File: src/rtl/serial_deser_pkg.sv
// Shared types for the serial deserializer: the frame FSM state and the bit-counter width.
package serial_deser_pkg;

  typedef enum logic {
    IDLE  = 1'b0,
    SHIFT = 1'b1
  } deser_state_e;

  // The counter must hold WIDTH-1 and still be compared against it without wrapping.
  function automatic int unsigned cnt_width(input int unsigned width);
    return $clog2(width) + 1;
  endfunction

endpackage

File: src/rtl/serial_deserializer_if.sv
// Serial ingress plus valid/ready parallel egress of the deserializer, with its status pulses.
interface serial_deserializer_if #(
  parameter int WIDTH = 4
);
  logic             s_bit;
  logic             s_bit_valid;
  logic             s_start;
  logic [WIDTH-1:0] p_data;
  logic             p_valid;
  logic             p_ready;
  logic             overrun;
  logic             frame_err;

  modport master (
    output s_bit, s_bit_valid, s_start, p_ready,
    input  p_data, p_valid, overrun, frame_err
  );

  modport slave (
    input  s_bit, s_bit_valid, s_start, p_ready,
    output p_data, p_valid, overrun, frame_err
  );
endinterface

File: src/rtl/deser_out_buffer.sv
// One-entry holding register: word visible the cycle after it is offered; no p_ready->p_valid path.
// Backpressure: a word offered while full and not being drained is dropped and overrun pulses.
module deser_out_buffer #(
  parameter int WIDTH = 4
) (
  input  logic             clk,
  input  logic             rst,
  input  logic             in_vld,
  input  logic [WIDTH-1:0] in_dat,
  input  logic             p_ready,
  output logic [WIDTH-1:0] p_data,
  output logic             p_valid,
  output logic             overrun
);

  logic [WIDTH-1:0] data_q, data_d;
  logic             valid_q, valid_d;
  logic             overrun_q, overrun_d;
  logic             load;

  always_comb begin
    load      = in_vld && (!valid_q || p_ready);
    data_d    = data_q;
    valid_d   = valid_q;
    overrun_d = 1'b0;
    if (load) begin
      data_d  = in_dat;
      valid_d = 1'b1;
    end else if (valid_q && p_ready) begin
      valid_d = 1'b0;
    end
    if (in_vld && valid_q && !p_ready) begin
      overrun_d = 1'b1;
    end
  end

  always_ff @(posedge clk) begin
    if (rst) begin
      data_q    <= '0;
      valid_q   <= 1'b0;
      overrun_q <= 1'b0;
    end else begin
      data_q    <= data_d;
      valid_q   <= valid_d;
      overrun_q <= overrun_d;
    end
  end

  assign p_data  = data_q;
  assign p_valid = valid_q;
  assign overrun = overrun_q;

endmodule

File: src/rtl/serial_deserializer.sv
// Framed serial-to-parallel receiver; a word appears on p_data the cycle after its last bit.
// A consumer stall holds one word while the next frame shifts in; a further word is dropped.
module serial_deserializer
  import serial_deser_pkg::*;
#(
  parameter int WIDTH     = 4,
  parameter bit MSB_FIRST = 1'b0
) (
  input  logic                  clk,
  input  logic                  rst,
  serial_deserializer_if.slave  bus
);

  localparam int CW = cnt_width(WIDTH);

  deser_state_e     state_q, state_d;
  logic [CW-1:0]    cnt_q, cnt_d;
  logic [WIDTH-1:0] sr_q, sr_d;
  logic             frame_err_q, frame_err_d;
  logic [WIDTH-1:0] shifted;
  logic [WIDTH-1:0] start_word;
  logic             done;

  always_comb begin
    if (MSB_FIRST) begin
      shifted    = {sr_q[WIDTH-2:0], bus.s_bit};
      start_word = {{(WIDTH-1){1'b0}}, bus.s_bit};
    end else begin
      shifted    = {bus.s_bit, sr_q[WIDTH-1:1]};
      start_word = {bus.s_bit, {(WIDTH-1){1'b0}}};
    end
  end

  always_comb begin
    state_d     = state_q;
    cnt_d       = cnt_q;
    sr_d        = sr_q;
    frame_err_d = 1'b0;
    done        = 1'b0;
    case (state_q)
      IDLE: begin
        if (bus.s_bit_valid && bus.s_start) begin
          sr_d    = start_word;
          cnt_d   = CW'(1);
          state_d = SHIFT;
        end
      end
      SHIFT: begin
        if (bus.s_bit_valid) begin
          // A fresh start wins even over the bit that would have completed the old word.
          if (bus.s_start) begin
            sr_d        = start_word;
            cnt_d       = CW'(1);
            frame_err_d = 1'b1;
          end else if (cnt_q == CW'(WIDTH - 1)) begin
            sr_d    = shifted;
            cnt_d   = '0;
            done    = 1'b1;
            state_d = IDLE;
          end else begin
            sr_d  = shifted;
            cnt_d = cnt_q + CW'(1);
          end
        end
      end
      default: state_d = IDLE;
    endcase
  end

  always_ff @(posedge clk) begin
    if (rst) begin
      state_q     <= IDLE;
      cnt_q       <= '0;
      sr_q        <= '0;
      frame_err_q <= 1'b0;
    end else begin
      state_q     <= state_d;
      cnt_q       <= cnt_d;
      sr_q        <= sr_d;
      frame_err_q <= frame_err_d;
    end
  end

  assign bus.frame_err = frame_err_q;

  deser_out_buffer #(
    .WIDTH (WIDTH)
  ) u_out_buffer (
    .clk     (clk),
    .rst     (rst),
    .in_vld  (done),
    .in_dat  (shifted),
    .p_ready (bus.p_ready),
    .p_data  (bus.p_data),
    .p_valid (bus.p_valid),
    .overrun (bus.overrun)
  );

endmodule

File: src/flat_wrapper.sv
// flat-port wrapper written by rule: the top's interface ports become plain ports
module serial_deserializer_flat import serial_deser_pkg::*;
#(
  parameter int WIDTH     = 4,
  parameter bit MSB_FIRST = 1'b0
)
  (clk, rst, bus_s_bit, bus_s_bit_valid, bus_s_start, bus_p_ready, bus_p_data, bus_p_valid, bus_overrun, bus_frame_err);
  serial_deserializer_if #(.WIDTH(WIDTH)) bus_i ();
  input  logic clk;
  input  logic rst;
  input wire logic [$bits(bus_i.s_bit)-1:0] bus_s_bit;
  input wire logic [$bits(bus_i.s_bit_valid)-1:0] bus_s_bit_valid;
  input wire logic [$bits(bus_i.s_start)-1:0] bus_s_start;
  input wire logic [$bits(bus_i.p_ready)-1:0] bus_p_ready;
  output wire logic [$bits(bus_i.p_data)-1:0] bus_p_data;
  output wire logic [$bits(bus_i.p_valid)-1:0] bus_p_valid;
  output wire logic [$bits(bus_i.overrun)-1:0] bus_overrun;
  output wire logic [$bits(bus_i.frame_err)-1:0] bus_frame_err;
  assign bus_i.s_bit = bus_s_bit;
  assign bus_i.s_bit_valid = bus_s_bit_valid;
  assign bus_i.s_start = bus_s_start;
  assign bus_i.p_ready = bus_p_ready;
  assign bus_p_data = bus_i.p_data;
  assign bus_p_valid = bus_i.p_valid;
  assign bus_overrun = bus_i.overrun;
  assign bus_frame_err = bus_i.frame_err;
  serial_deserializer #(.WIDTH(WIDTH), .MSB_FIRST(MSB_FIRST)) u_core (.clk(clk), .rst(rst), .bus(bus_i));
endmodule
File: config.mk
export PLATFORM = sky130hd
export DESIGN_NAME = serial_deserializer_flat
export DESIGN_NICKNAME = d
export VERILOG_FILES = /design/src/rtl/serial_deser_pkg.sv /design/src/rtl/serial_deserializer_if.sv /design/src/rtl/deser_out_buffer.sv /design/src/rtl/serial_deserializer.sv /design/src/flat_wrapper.sv
export SDC_FILE = /design/constraint.sdc
export NUM_CORES = 1
export LEC_CHECK = 0
export CAP_MARGIN = 20
export CORE_AREA = 2 2 39 41
export CTS_CLUSTER_SIZE = 24
export DETAILED_ROUTE_END_ITERATION = 8
export DIE_AREA = 0 0 41 43
export GPL_TIMING_DRIVEN = 1
export PLACE_DENSITY = 0.76
export RECOVER_POWER = 50
export REMOVE_ABC_BUFFERS = 1
export SYNTH_ARGS = -nofsm -noshare
export SYNTH_HDL_FRONTEND = slang
export SYNTH_SLANG_ARGS = --single-unit
File: constraint.sdc
create_clock -name clk -period 1.4 [get_ports clk]
set_input_delay 0.28 -clock clk [delete_from_list [all_inputs] [get_ports clk]]
set_output_delay 0.28 -clock clk [all_outputs]
set_load 0.01 [all_outputs]
---- Word-level counts from Yosys, hierarchy flattened ----
Index checks and enable logic that the tools add are counted.
Widths: inputs -> output; s select.
storage, ports and cells
  register bits ........................... 15
  output and inout bits ................... 7
  bits of input ports ..................... 6
  word-level logic and storage cells ...... 46
cells by class
  bitwise operators ....................... 2
  eq/ne operators ......................... 3
  add/subtract/negate cells ............... 1
  reductions and logical operators ........ 11
  multiplexer cells ....................... 22
operator list
  kind                 number
  $mux 3               5
  $mux 1               12
  $mux 4               2
  $pmux 4 s2           1
  $pmux 3 s2           1
  $logic_and 1x1->1    5
  $add 3x1->3 const B  1
  $eq 3x2->1 const B   1
  $reduce_or 3->1      1
  $logic_not 1->1      2
  $ne 2x1->1 const B   1
  $ne 2x2->1 const B   1
  $not 1->1            2
  $pmux 1 s2           1
  $reduce_and 2->1     1
  $reduce_bool 2->1    1
  $logic_or 1x1->1     1

---- Longest topological paths before layout ----
Gate-level depths: netlist (run 1).
  depth in word-level cells ............... 8
  depth in mapped cells ................... 4
  depth with buffers taken out ............ 4

---- Modules after synthesis ----
A second synthesis (run 1) with hierarchy kept.
second synthesis, totals
  cells, all modules ...................... 57
  area, all modules ....................... 566.8 µm²
by module, submodules not included
  module               times used  cells each  area an instance (µm²)  sequential area each (µm²)
  serial_deserializer  1           34          312.8                   160.2
  deser_out_buffer     1           23          254.0                   120.1

---- Least setup slack after synthesis (run 1) ----
No wires, ideal clock.
  kind .................................... register to register
  start ................................... register u_core.cnt_q[0]
  end ..................................... register u_core.u_out_buffer.data_q[0] (netlist: u_core.u_out_buffer.p_data[0])
  cell stages (with the launch flop) ...... 5
  data arrival time ....................... 1.177 ns
  period minus slack after synthesis ...... 1.249 ns
  slack ................................... 0.151 ns
  path buffers ............................ 0
  path through ............................ dfxtp_1 -> ha_1 -> nand2b_1 -> nor4b_4 -> mux2i_1
on the way
  word-level cells in the longest chain between the ends .. 6
RTL lines
  element                   RTL line                   text
  start: declaration        serial_deserializer.sv:17  logic [CW-1:0] cnt_q, cnt_d;
  start signal: assignment  serial_deserializer.sv:78  cnt_q <= cnt_d;
  $eq 3x2->1                serial_deserializer.sv:55  end else if (cnt_q == CW'(WIDTH - 1)) begin
  $mux 1                    serial_deserializer.sv:55
  $mux 1                    serial_deserializer.sv:51  if (bus.s_start) begin
  $mux 1                    serial_deserializer.sv:49  if (bus.s_bit_valid) begin
  $mux 1                    serial_deserializer.sv:40  case (state_q)
  $logic_and 1x1->1         deser_out_buffer.sv:22     load = in_vld && (!valid_q || p_ready);
  end signal: assignment    deser_out_buffer.sv:43     data_q <= data_d;
  end: declaration          deser_out_buffer.sv:16     logic [WIDTH-1:0] data_q, data_d;
No other way between the ends.
A chain may end at the register's enable or synchronous reset.

---- Worst setup path in the final report (run 1) ----
  start ................................... register u_core.cnt_q[0]
  end ..................................... register u_core.u_out_buffer.data_q[3] (netlist: u_core.u_out_buffer.p_data[3])
The elaborated chain is that of the path after synthesis.

==> impl_metrics.yaml, run 1 <==
place:
  gp_congestion: 0.773
  pre_cts_slack_ns: -0.173
  postPlaceCellArea_um2: 779
  port_buffers: 12
  hpwlAfterDp_um: 774
detailed_routing:
  viasPerCell: 4.99
  routedWlPerCell_um: 11.4
  drt_wl_total_mm: 1.08
  drt_iter0_drc: 5
  drtAntennaViolNets: 0
  drc: 0
  firstDrtPassIters: 4
  via_count: 469
pwr:
  clkPwrFrac: 0.314
  power.switching_mw: 0.157
  swShare: 0.223
  seqPwrFrac: 0.589
  ir_drop_v: 0.000460
  power_frac_comb: 0.096
  p_int_mw: 0.545
  power_density_mw_per_mm2: 883
  p_total_mw: 0.701
  leakagePower_nw: 0.334
logic_synthesis:
  async_reset_ff_frac: 0
  yosysSeqAreaShare: 0.478
  synth_edf_count: 0
  synth_top_cells_by_area: "dfxtp_1, nand2b_1, mux2i_1"
  synth_cells: 59
  synth_top_area_cell: "dfxtp_1"
  synth_flop_cell: "dfxtp_1"
  synth.cell_area_um2: 587
  synth-seq-cells: 14
  yosysWarnings: 0
  synth_top_cell_area_share: 0.478
  yosys.cell_count.top_type: "dfxtp_1"
  synth.top_cells.by_count: "dfxtp_1, nand2b_1, mux2i_1"
  syn_area_per_cell_um2: 9.95
  synth_cell_types: 22
worst_setup_path:
  rr_endpoint: "u_core.u_out_buffer.p_data[3]"
  arrival_ns: 1.51
  critPathKind: "register to register"
  endpoint_kind: "register"
  rr_startpoint: "u_core.cnt_q[0]"
  cpPeakStageDelay_ns: 0.35
  r2r_cells: 5
  crit_required_ns: 1.60
  crit_fanout: 4
  crit_chain: "ha_1 > nand2b_1 > nor4b_4 > buf_4 > mux2i_1"
  crit_slowest_cell: "dfxtp_2"
  r2r_slack_ns: 0.1
  cp-start-kind: "register"
cells_and_area:
  fill_cells: 128
  drive_gt1_frac: 0.167
  nets: 87
  area_growth_pct: 35.4
  antenna_cells: 0
  finalInstanceArea_um2: 795
run:
  cap_violations: 0
sta:
  grt_setup_unrepaired: "false"
  setup-violations-final: 0
  drv_slew: 0
  fmax_mhz: 767
  hold_violations: 0
  timing.setup.tns_ns: 0
  tightestPinTransition_ns: 0.312
  skew_ns: 0.00474
  timing.final.ws_setup_ns: 0.0962
  slew_headroom: 0.790
  period_needed_ns: 1.30
  min_period_over_period: 0.931
clock_tree:
  cts_buffer_depth: 2
  htreeDepth: 1
  cts_buffers: 3
  cts-root-buf: "clkbuf_4"
  cts_tree: "done"
  worstSkewPairLatency_ns: 0.27
  cts.sinks: 14
  postCtsSetupBuffers: 0
  cts.clk_slew.worst_paths_ns: 0.08
floorplanning:
  initial_core_util: 0.424
  coreArea_mm2: 0.00138
  io_pins: 13
  num_rows: 14
  fp.dieH_um: 43
  die_area_mm2: 0.00176
  dieWidth_um: 41
min_path:
  min_path_cells: 2
  min_from: "u_core.cnt_q[2]"
  hold_end: "u_core.cnt_q[2]"
  hold_path_class: "register to register"
global_route:
  grt_max_degree: 20
  grt_pass1_vias: 478
  grt_pass1_wl_mm: 1.97
  grt_usage: 0.170
  antenna_found_initial: 0
  overflow: 0
outcome:
  status: "complete, no violations"
==> cells by family after synthesis <==
logic type      synth area share
simple gates               0.281
flops                      0.478
compound gates             0.107
mux                       0.0853
buf+inv                   0.0277
fa+ha+maj                 0.0213
==> layout make-up <==
type                    count  area, µm²  area share
well taps                  16       20.0      0.0252
clock buffers               3       22.5      0.0283
repair buffers             19        176       0.222
flip-flops and latches     14        282       0.354
multi-input cells          41        290       0.365
inverters                   1       3.75     0.00472
==> repair_timing <==
action | 4_1_cts | 5_1_grt
endpoints found under the hold margin | 0 | 0
endpoints found under the setup margin | 7 | 4
gates resized for setup | 7 | 1
hold buffers | 0 | 0
cloned | 0 | 0
==> sequential cells by signal (all words and copies together) (netlist names) <==
name / count
u_core.cnt_q: 3
u_core.u_out_buffer.overrun: 1
u_core.u_out_buffer.p_data: 4
u_core.sr_q: 3
u_core.u_out_buffer.p_valid: 1
u_core.bus.frame_err: 1
u_core.state_q: 1
==> metrics by stage <==
stage | instances | hold slack (ns) | utilization
final | 94 | 0.455 | 0.574
after global routing | 94 | 0.496 | 0.574
after CTS | 94 | 0.454 | 0.573
after detailed placement | 91 | 0.440 | 0.563
after global placement | 91 | 0.433 | 0.563
after floorplan | 56 | 0.349 | -
==> placed cells by master, fill, tap and decap left out <==
master	instances
ha_1	1
a31oi_1	1
dfxtp_2	1
a21o_1	1
mux2i_1	5
inv_1	1
nand2b_1	12
clkdlybuf4s50_1	5
nor3b_1	1
dlygate4sd2_1	7
and3b_1	1
o21ai_0	1
nor3_1	3
a32oi_1	1
o21ai_1	1
a22oi_1	2
nor4b_4	1
buf_12	1
nand3b_1	1
clkbuf_4	3
or3_1	1
nor2_1	4
buf_4	6
dfxtp_1	13
a21oi_1	3
nand2_2	1
==> power by group through the flow <==
stage | Sequential, mW | Clock (mW) | Combinational, mW
5_1_grt | 0.415 | 0.251 | 0.0756
4_1_cts | 0.412 | 0.229 | 0.0679
2_1_floorplan | 0.420 | 0 | 0.0252
6_report | 0.413 | 0.220 | 0.0676
3_3_place_gp | 0.421 | 0 | 0.0672
3_5_place_dp | 0.422 | 0 | 0.0677
==> how the worst max path moves through the flow <==
stage                               start                             to  slack [ns]  depth (start not counted)
after floorplan           u_core.cnt_q[0]  u_core.u_out_buffer.p_data[0]        0.15                          4
after global placement    bus_s_bit_valid  u_core.u_out_buffer.p_data[3]       -0.15                          5
after detailed placement  bus_s_bit_valid  u_core.u_out_buffer.p_data[1]       -0.17                          5
after CTS                 u_core.cnt_q[0]  u_core.u_out_buffer.p_data[1]        0.06                          5
after global routing      u_core.cnt_q[0]  u_core.u_out_buffer.p_data[3]       0.004                          5
final                     u_core.cnt_q[0]  u_core.u_out_buffer.p_data[3]         0.1                          5
==> worst max-delay path, delay by kind of cell, from the launching register on <==
kind                       cells  cell delay (ns)
adders and majority gates      1             0.16
buffers and inverters          1             0.19
DFF                            1             0.35
muxes                          1             0.18
and+or+nand+nor                2             0.35
==> layer usage <==
layer  vias up  share of wire  track usage
li1        243              -            -
met1       215           0.48        0.209
met2         9           0.47        0.241
met3         2          0.032       0.0471
met4         0          0.020        0.120
met5         -              0            0
No activity file was read; power rests on OpenSTA's default activity.
==> run 2: changes to the inputs <==
- ABC_CLOCK_PERIOD_IN_PS: default -> 1400
==> results of run 2 <==
No change in the layout: final DEF, timing and power equal those of run 1.
==> run 3: changes to the inputs <==
- CAP_MARGIN: 20 -> default
- CORE_AREA: 2 2 39 41 -> 5 5 42 44
- DIE_AREA: 0 0 41 43 -> 0 0 47 49
==> impl_metrics.yaml, run 3 (synthesis gave the netlist of run 1 again) <==
outcome:
  status: "complete, no violations"
min_path:
  hold_path_class: "register to register"
detailed_routing:
  drt_iter0_drc: 7
  drc: 0
  drt_wl_total_mm: 1.08
  via_count: 486
  firstDrtPassIters: 2
  viasPerCell: 5.12
  drtAntennaViolNets: 0
  routedWlPerCell_um: 11.4
clock_tree:
  worstSkewPairLatency_ns: 0.29
  cts_buffers: 3
  holdBufCountCts: 0
  cts.clk_slew.worst_paths_ns: 0.09
  cts.sinks: 14
  cts_tree: "done"
  htreeDepth: 1
  cts_buffer_depth: 2
  cts-root-buf: "clkbuf_4"
worst_setup_path:
  crit_chain: "ha_2 > nand2b_4 > nor4b_4 > buf_4 > mux2i_1"
  critPathKind: "register to register"
  crit_fanout: 4
  crit_slowest_cell: "dfxtp_2"
  cpPeakStageDelay_ns: 0.36
  endpoint_kind: "register"
  cp-start-kind: "register"
  crit_required_ns: 1.61
  arrival_ns: 1.50
  r2r_slack_ns: 0.11
global_route:
  grt_usage: 0.105
  overflow: 0
  grt_pass1_wl_mm: 1.71
  grt_max_degree: 20
  grt_pass1_vias: 415
  antenna_found_initial: 0
sta:
  finalHoldWorstSlack_ns: 0.453
  period_needed_ns: 1.29
  min_period_over_period: 0.921
  skew_ns: 0.00949
  hold_violations: 0
  tightestPinTransition_ns: 0.308
  fmax_mhz: 776
  setup-violations-final: 0
  grt_setup_unrepaired: "false"
  slew_headroom: 0.793
  drv_slew: 0
floorplanning:
  initial_core_util: 0.419
  num_rows: 14
  coreArea_mm2: 0.00140
  dieWidth_um: 47
  io_pins: 13
  fp.dieH_um: 49
  die_area_mm2: 0.00230
cells_and_area:
  seq_area_um2: 283
  area_growth_pct: 37.5
  drive_gt1_frac: 0.215
  finalInstanceArea_um2: 807
  final_cell_mix: "dfxtp_1, nand2b_1, dlygate4sd2_1, buf_4"
  multi_input_area_um2: 300
  layout_commonest_cell: "dfxtp_1"
  largest_register_ffs: 4
  antenna_cells: 0
  layout.cells.non_filler: 95
  nets: 87
  fill_cells: 142
place:
  postPlaceCellArea_um2: 767
  hpwlAfterDp_um: 794
  port_buffers: 12
  dp_cells: 91
  gp_congestion: 0.789
pwr:
  power_density_mw_per_mm2: 955
  p_total_mw: 0.770
  leakagePower_nw: 0.336
  ir_drop_v: 0.000536
run:
  cap_violations: 0
[run 3: per-layer routing]
layer,up-vias,share of wire,GRT usage
met5,-,0,0
met4,0,0.033,0.0829
met3,5,0.057,0.0332
met2,10,0.44,0.147
met1,225,0.47,0.125
li1,246,-,-
[run 3: worst paths after layout]
path	start	endpoint	cells past startpoint
worst min register to register	u_core.cnt_q[2]	u_core.cnt_q[2]	2
worst max-delay path	u_core.cnt_q[0]	u_core.u_out_buffer.p_data[3]	5
worst max register to register	u_core.cnt_q[0]	u_core.u_out_buffer.p_data[3]	5
worst min-delay path	u_core.cnt_q[2]	u_core.cnt_q[2]	2
[run 3: repair_timing]
item                                    in CTS  in global routing
resized for setup                            7                  4
endpoints found under the setup margin       7                  5
buffers inserted                             0                  0
gates cloned                                 0                  0
[run 3: layout make-up]
| cell class | count | share of cell area |
|---|---|---|
| Timing Repair Buffer | 19 | 0.203 |
| Clock buffer | 4 | 0.0450 |
| Multi-Input combinational cell | 41 | 0.372 |
| Sequential cell | 14 | 0.350 |
| Inverter | 1 | 0.00465 |
| Tap cell | 16 | 0.0248 |
[run 3: through the flow]
stage	TNS (ns)	util	setup WS, ns
finish	0	0.576	0.111
global route	0	0.576	0.0375
CTS	0	0.567	0.0291
detailed placement	-1.26	0.547	-0.173
global placement	-0.944	0.547	-0.144
floorplan	0	-	0.151
[run 3: worst max-delay path, delay by kind of cell (launching register included)]
| family | cells | cell delay, ns |
|---|---|---|
| and+or+nand+nor | 2 | 0.28 |
| buffers and inverters | 1 | 0.18 |
| DFF | 1 | 0.36 |
| adders and majority gates | 1 | 0.22 |
| muxes | 1 | 0.17 |
[run 3: where the power goes]
part | internal [mW] | switching, mW
Clock | 0.158 | 0.134
Combinational | 0.0363 | 0.0281
Sequential | 0.406 | 0.00781
Total | 0.601 | 0.170
